[config.mk]
export PLATFORM = sky130hd
export DESIGN_NAME = uart_mmio_bridge
export DESIGN_NICKNAME = d
export VERILOG_FILES = /design/src/rtl/uart_mmio_bridge.sv
export SDC_FILE = /design/constraint.sdc
export NUM_CORES = 1
export LEC_CHECK = 0
export ABC_AREA = 0
export ABC_CLOCK_PERIOD_IN_PS = 4300
export CAP_MARGIN = 20
export CORE_MARGIN = 10
export CORE_UTILIZATION = 54
export CTS_BUF_LIST = sky130_fd_sc_hd__clkbuf_8
export DETAILED_ROUTE_END_ITERATION = 8
export HOLD_SLACK_MARGIN = 0.1
export MAX_ROUTING_LAYER = met4
export PLACE_DENSITY = 0.87
export SYNTH_ARGS = -nofsm -noshare
export SYNTH_HDL_FRONTEND = slang
export SYNTH_SLANG_ARGS = --single-unit
[constraint.sdc]
create_clock -name clk -period 4.3 [get_ports clk]
set_clock_uncertainty 0.2 [all_clocks]
set_input_delay 0.86 -clock clk [delete_from_list [all_inputs] [get_ports clk]]
set_output_delay 0.86 -clock clk [all_outputs]
set_load 0.05 [all_outputs]
[src/rtl/uart_mmio_bridge.sv]
// MMIO slave bridging the CPU data port to a UART ready/valid pair: RX FIFO, TX holding
// register, sticky drop status and optional perf counters (enabled by UART_MMIO_COUNTERS_EN).
module uart_mmio_bridge #(
    parameter int RX_FIFO_DEPTH = 8
) (
    input  logic        clk,
    input  logic        rst,
    input  logic        io_en,
    input  logic        re,
    input  logic [3:0]  wea,
    input  logic [4:0]  adr,
    input  logic [31:0] wdata,
    input  logic        instr_valid,
    output logic [31:0] dout,
    output logic [7:0]  uart_tx_data,
    output logic        uart_tx_valid,
    input  logic        uart_tx_ready,
    input  logic [7:0]  uart_rx_data,
    input  logic        uart_rx_valid,
    output logic        uart_rx_ready
);

    localparam int AW = $clog2(RX_FIFO_DEPTH);

    logic [31:0] r_dout;
    logic [7:0]  r_tx_data;
    logic        r_tx_valid;
    logic        r_tx_drop;
    logic [7:0]  r_mem [RX_FIFO_DEPTH];
    logic [AW:0] r_wptr;
    logic [AW:0] r_rptr;
    logic [31:0] w_rdata;
    logic        w_load;
    logic        w_store;
    logic        w_empty;
    logic        w_full;
    logic        w_push;
    logic        w_pop;
    logic        w_tx_store;
    logic        w_status_load;
    logic        w_unused_wdata;

    assign w_load         = io_en & re;
    assign w_store        = io_en & (|wea);
    assign w_empty        = (r_wptr == r_rptr);
    // Extra pointer MSB distinguishes full from empty when the index bits match.
    assign w_full         = (r_wptr[AW] != r_rptr[AW]) && (r_wptr[AW-1:0] == r_rptr[AW-1:0]);
    assign w_push         = uart_rx_valid & ~w_full;
    assign w_pop          = w_load & (adr == 5'd1) & ~w_empty;
    assign w_tx_store     = w_store & (adr == 5'd2);
    assign w_status_load  = w_load & (adr == 5'd0);
    assign w_unused_wdata = ^wdata[31:8];

    assign dout          = r_dout;
    assign uart_tx_data  = r_tx_data;
    assign uart_tx_valid = r_tx_valid;
    assign uart_rx_ready = ~w_full;

`ifdef UART_MMIO_COUNTERS_EN
    logic [31:0] r_cyc_cnt;
    logic [31:0] r_ins_cnt;
    logic        w_cnt_clr;

    assign w_cnt_clr = w_store & (adr == 5'd6);

    // Performance counters; a clear store wins over the increment of the same cycle.
    always_ff @(posedge clk or posedge rst) begin
        if (rst) begin
            r_cyc_cnt <= 32'd0;
            r_ins_cnt <= 32'd0;
        end else if (w_cnt_clr) begin
            r_cyc_cnt <= 32'd0;
            r_ins_cnt <= 32'd0;
        end else begin
            r_cyc_cnt <= r_cyc_cnt + 32'd1;
            if (instr_valid) begin
                r_ins_cnt <= r_ins_cnt + 32'd1;
            end
        end
    end
`else
    logic w_unused_instr;
    assign w_unused_instr = instr_valid;
`endif

    // Read data mux, evaluated against pre-edge state.
    always_comb begin
        w_rdata = 32'd0;
        case (adr)
            5'd0:    w_rdata = {29'd0, r_tx_drop, ~w_empty, ~r_tx_valid};
            5'd1:    w_rdata = w_empty ? 32'd0 : {24'd0, r_mem[r_rptr[AW-1:0]]};
`ifdef UART_MMIO_COUNTERS_EN
            5'd4:    w_rdata = r_cyc_cnt;
            5'd5:    w_rdata = r_ins_cnt;
`endif
            default: w_rdata = 32'd0;
        endcase
    end

    // Registered load data, held between loads.
    always_ff @(posedge clk or posedge rst) begin
        if (rst) begin
            r_dout <= 32'd0;
        end else if (w_load) begin
            r_dout <= w_rdata;
        end
    end

    // RX FIFO pointers.
    always_ff @(posedge clk or posedge rst) begin
        if (rst) begin
            r_wptr <= '0;
            r_rptr <= '0;
        end else begin
            if (w_push) begin
                r_wptr <= r_wptr + 1'b1;
            end
            if (w_pop) begin
                r_rptr <= r_rptr + 1'b1;
            end
        end
    end

    // RX FIFO storage; contents are qualified by the pointers, so no reset is needed.
    always_ff @(posedge clk) begin
        if (w_push) begin
            r_mem[r_wptr[AW-1:0]] <= uart_rx_data;
        end
    end

    // TX holding register and sticky drop flag; a store seen while busy is dropped.
    always_ff @(posedge clk or posedge rst) begin
        if (rst) begin
            r_tx_valid <= 1'b0;
            r_tx_data  <= 8'd0;
            r_tx_drop  <= 1'b0;
        end else begin
            r_tx_drop <= (w_tx_store & r_tx_valid) | (r_tx_drop & ~w_status_load);
            if (w_tx_store && !r_tx_valid) begin
                r_tx_valid <= 1'b1;
                r_tx_data  <= wdata[7:0];
            end else if (r_tx_valid && uart_tx_ready) begin
                r_tx_valid <= 1'b0;
            end
        end
    end

endmodule

==> key figures <==
Power and ir drop
  – Leakage dissipation: 1.64 nW
  – Max IR drop VDD: 235 uV
  – Gate power share: 24.2%
  – Reg power frac: 53.1%
  – Share of total power consumed by net switching: 30.6%
  – Internal power of the cells: 1.47 mW
  – Net Sw Power: 648 uW
  – Part of the power in the clock network: 22.7%
  – Power density over cell area: 475 mW/mm^2

Global routing
  – Wire length of the first global-routing pass: 11100 um
  – Total routing resource utilization after global routing: 13.6%
  – Antenna violations before repair: 0
  – Pin count of the biggest net entering global routing: 27
  – Vias in the first global route: 2013
  – Remaining global-route overflow: 0

Floorplanning
  – Height of the die: 104 um
  – Number of placed I/O pins: 98
  – Die footprint: 0.0108 mm^2
  – Die span in x: 104 um
  – Site Rows: 30
  – Starting density of the core: 55.8%
  – Core area: 0.00679 mm^2

Clocking
  – Clock-pin slew on the worst setup and hold paths: 0.08 ns
  – TritonCTS buffer count: 9
  – H-tree level count: 3
  – Clock sink count: 90
  – Clock root cell: sky130_fd_sc_hd__clkbuf_8
  – Clock insertion delay at the later pin of the skew report: 0.36 ns
  – Hold-fix buffers, CTS: 0
  – Count of cells resized by post-cts repair: 0
  – CTS tree: done
  – Max Root-Sink Buffers: 2
  – Total setup buffers inserted after CTS: 0

Synthesis
  – Post-synth EDFFs: 64
  – Netlist Area Pre-Place: 0.00379 mm^2
  – Parity-gate share of the synthesized area counting xor and xnor cells: 2.31%
  – Leading post-synthesis cells by cell area: sky130_fd_sc_hd__edfxtp_1 51%, sky130_fd_sc_hd__dfrtp_1 17%, sky130_fd_sc_hd__mux4_2 9.5%
  – Mean Syn Cell Area: 17.2 um^2
  – Proportion of synthesized chip area in sequential cells: 67.9%
  – Synth Instances: 220
  – Arithmetic-cell share of the synthesized area counting full adders, half adders and majority gates: 0.660%
  – Commonest register cell after synthesis: sky130_fd_sc_hd__edfxtp_1
  – Share of async-settable or async-resettable flops after synthesis: 28.9%
  – Share of cell area taken by muxes after synthesis: 15.4%
  – Count of unique library cells instantiated by Yosys: 35
  – Compound-gate portion of the synthesized area: 2.38%
  – Fraction of the mapped netlist area in simple logic gates: 5.08%
  – Most area-hungry cell type in the Yosys netlist: sky130_fd_sc_hd__edfxtp_1
  – Portion of synthesized cell area occupied by the leading cell type: 50.7%
  – Largest family of logic cells by synthesized area: multiplexers
  – Yosys warns: 0
  – Flip-flop and latch count after synthesis: 90

Drt
  – Routed wirelength normalized by instance count: 18.6 um
  – DRC: 0
  – ANT nets after route: 0
  – Total wire length: 7010 um
  – First-pass iteration count of the detailed router: 4
  – Number of vias in the routed layout: 1986
  – Vias per inst: 5.27
  – Drt first-iter violations: 170

Setup path
  – CP Data Required Time: 3.24 ns
  – Crit path max-delay cell type: sky130_fd_sc_hd__clkdlybuf4s50_1
  – Worst setup EP type: output pin
  – Element type at the critical path start: flop
  – CP Cell Sequence: buf_4 > xnor2_1 > nand4_1 > clkdlybuf4s50_1
  – Maximum fanout count along the critical path: 20
  – Worst Reg-to-Reg Cells: 5
  – Reg2Reg Launch Point: r_rptr[1]
  – Slowest cell delay on critical path: 0.76 ns
  – Reg-to-reg setup timing slack: 1.79 ns
  – Endpoint of the worst-slack reg-to-reg timing path: r_mem[5][5]
  – Worst setup path category: flop to output pin
  – Worst path arrival time: 2.22 ns

Finish
  – Number of fillers in the final layout: 472
  – Area growth, synth to finish: 17.5%
  – Utilization of the core after routing: 65.6%
  – NumNets Final: 334
  – Layout Cell Area excl Fill: 0.00446 mm^2
  – Ant. Diodes: 0
  – Footprint of the multi-input gates: 0.00107 mm^2
  – FF+latch area: 0.00257 mm^2
  – Layout cell share with drive strength beyond 1: 17.1%

Outcome
  – Outcome: finished, final reports clean

Timing
  – Hold Vio Cnt, Final: 0
  – Number of max-slew violations in the final report: 0
  – Worst Hold Slack: 0.289 ns
  – FMAX: 305 MHz
  – Final-report setup violation count: 0
  – Transition time at the pin with the least slew margin: 0.963 ns
  – Worst-case headroom to the max-slew limit: 35.6%
  – Post-route clock period utilization: 76.3%
  – Clock period minus worst slack: 3.28 ns
  – Unrepaired setup endpoints after global routing: no
  – Fin Setup TNS: 0 ns

Run
  – Max-cap violations: 0

Worst hold path
  – Hold Path Sink: r_wptr[3]
  – Launch instance of the worst min-delay path: r_wptr[3]
  – Worst Hold Depth: 1
  – Class of the worst hold path: flop to flop

Placed design
  – Gpl congestion: 0.778
  – Area post-placement: 0.00429 mm^2
  – Port Buffers: 48
  – Half-perimeter wire length of the detailed placement result: 4860 um
-- Yosys cell counts (4+ instances only) --
master / count
sky130_fd_sc_hd__mux2i_1: 8
sky130_fd_sc_hd__o21ai_0: 7
sky130_fd_sc_hd__nand2_1: 10
sky130_fd_sc_hd__mux4_2: 16
sky130_fd_sc_hd__nand3_1: 4
sky130_fd_sc_hd__buf_4: 25
sky130_fd_sc_hd__mux2_4: 8
sky130_fd_sc_hd__dfrtp_1: 26
sky130_fd_sc_hd__edfxtp_1: 64
sky130_fd_sc_hd__nor2_1: 5
sky130_fd_sc_hd__xnor2_1: 8
sky130_fd_sc_hd__inv_1: 4
-- cell families (layout without fill, tap and decap cells) --
logic type,count (synthesis),count (layout)
flip-flops,90,90
AND/OR/NAND/NOR,35,35
buffers and inverters,35,73
multiplexers,34,34
AO/OA/AOI/OAI,13,13
XOR/XNOR,10,10
adder cells (fa/ha/maj),2,2
other,1,24
-- flip-flops by register name, summed over array words and instances, names as in the netlist --
name	flops
dout	8
r_tx_drop	1
r_wptr	4
r_mem	64
r_rptr	4
uart_tx_data	8
uart_tx_valid	1
-- power by group through the flow --
stage / sequential, mW / combinational, mW / clock, mW
after CTS: 1.13 / 0.519 / 0.493
after global routing: 1.14 / 0.553 / 0.531
final: 1.12 / 0.512 / 0.482
after detailed placement: 1.14 / 0.517 / 0
after global placement: 1.14 / 0.508 / 0
after floorplan: 1.18 / 0.333 / 0
-- cell type report --
| type | count | area share (%) |
|---|---|---|
| timing repair buffer | 53 | 11.6 |
| clock buffer | 9 | 2.78 |
| multi-input combinational | 118 | 24.0 |
| sequential | 90 | 57.7 |
| tap | 96 | 2.70 |
| inverter | 4 | 0.337 |
| clock inverter | 7 | 0.842 |
-- layout by cell type, fill, tap and decap left out, drive strengths merged, types with 5 or more instances in the layout --
cell type | synthesis | routed
edfxtp | 64 | 64
mux2i | 8 | 8
dfrtp | 26 | 26
xnor2 | 8 | 8
conb | 1 | 24
clkinv | 0 | 5
inv | 4 | 5
nor2 | 5 | 5
nand2 | 10 | 10
buf | 31 | 5
clkdlybuf4s50 | 0 | 48
mux2 | 10 | 10
o21ai | 7 | 7
mux4 | 16 | 16
clkbuf | 0 | 9
-- metrics by stage --
stage	worst slack [ns]	instances	total power [mW]
global placement	1.10	361	1.64
global route	0.903	377	2.22
detailed placement	1.02	361	1.66
CTS	0.989	377	2.14
floorplan	1.67	243	1.52
finish	1.02	377	2.12
-- worst max-delay path by stage --
stage	start	endpoint	cells past startpoint
floorplan	r_rptr[1]	r_mem[0][0]	5
detailed placement	adr[0]	uart_tx_data[2]	5
global route	r_rptr[1]	uart_rx_ready	4
CTS	r_rptr[1]	uart_rx_ready	4
finish	r_rptr[1]	uart_rx_ready	4
global placement	adr[0]	uart_tx_data[0]	5
-- worst max-delay path: cells and delay by family, from the launching register on --
kind | cells | cell delay [ns]
simple gates | 1 | 0.22
buf+inv | 2 | 1.00
flops | 1 | 0.37
xor+xnor | 1 | 0.28
-- routing by layer --
layer	part of all wire (%)	wire [um]	global-route usage, %
met1	44	3120	17.1
met2	43	3050	18.5
met3	10	702	5.51
met4	2.1	148	6.76
met5	0	0	-
(Power assumes the default switching activity.)
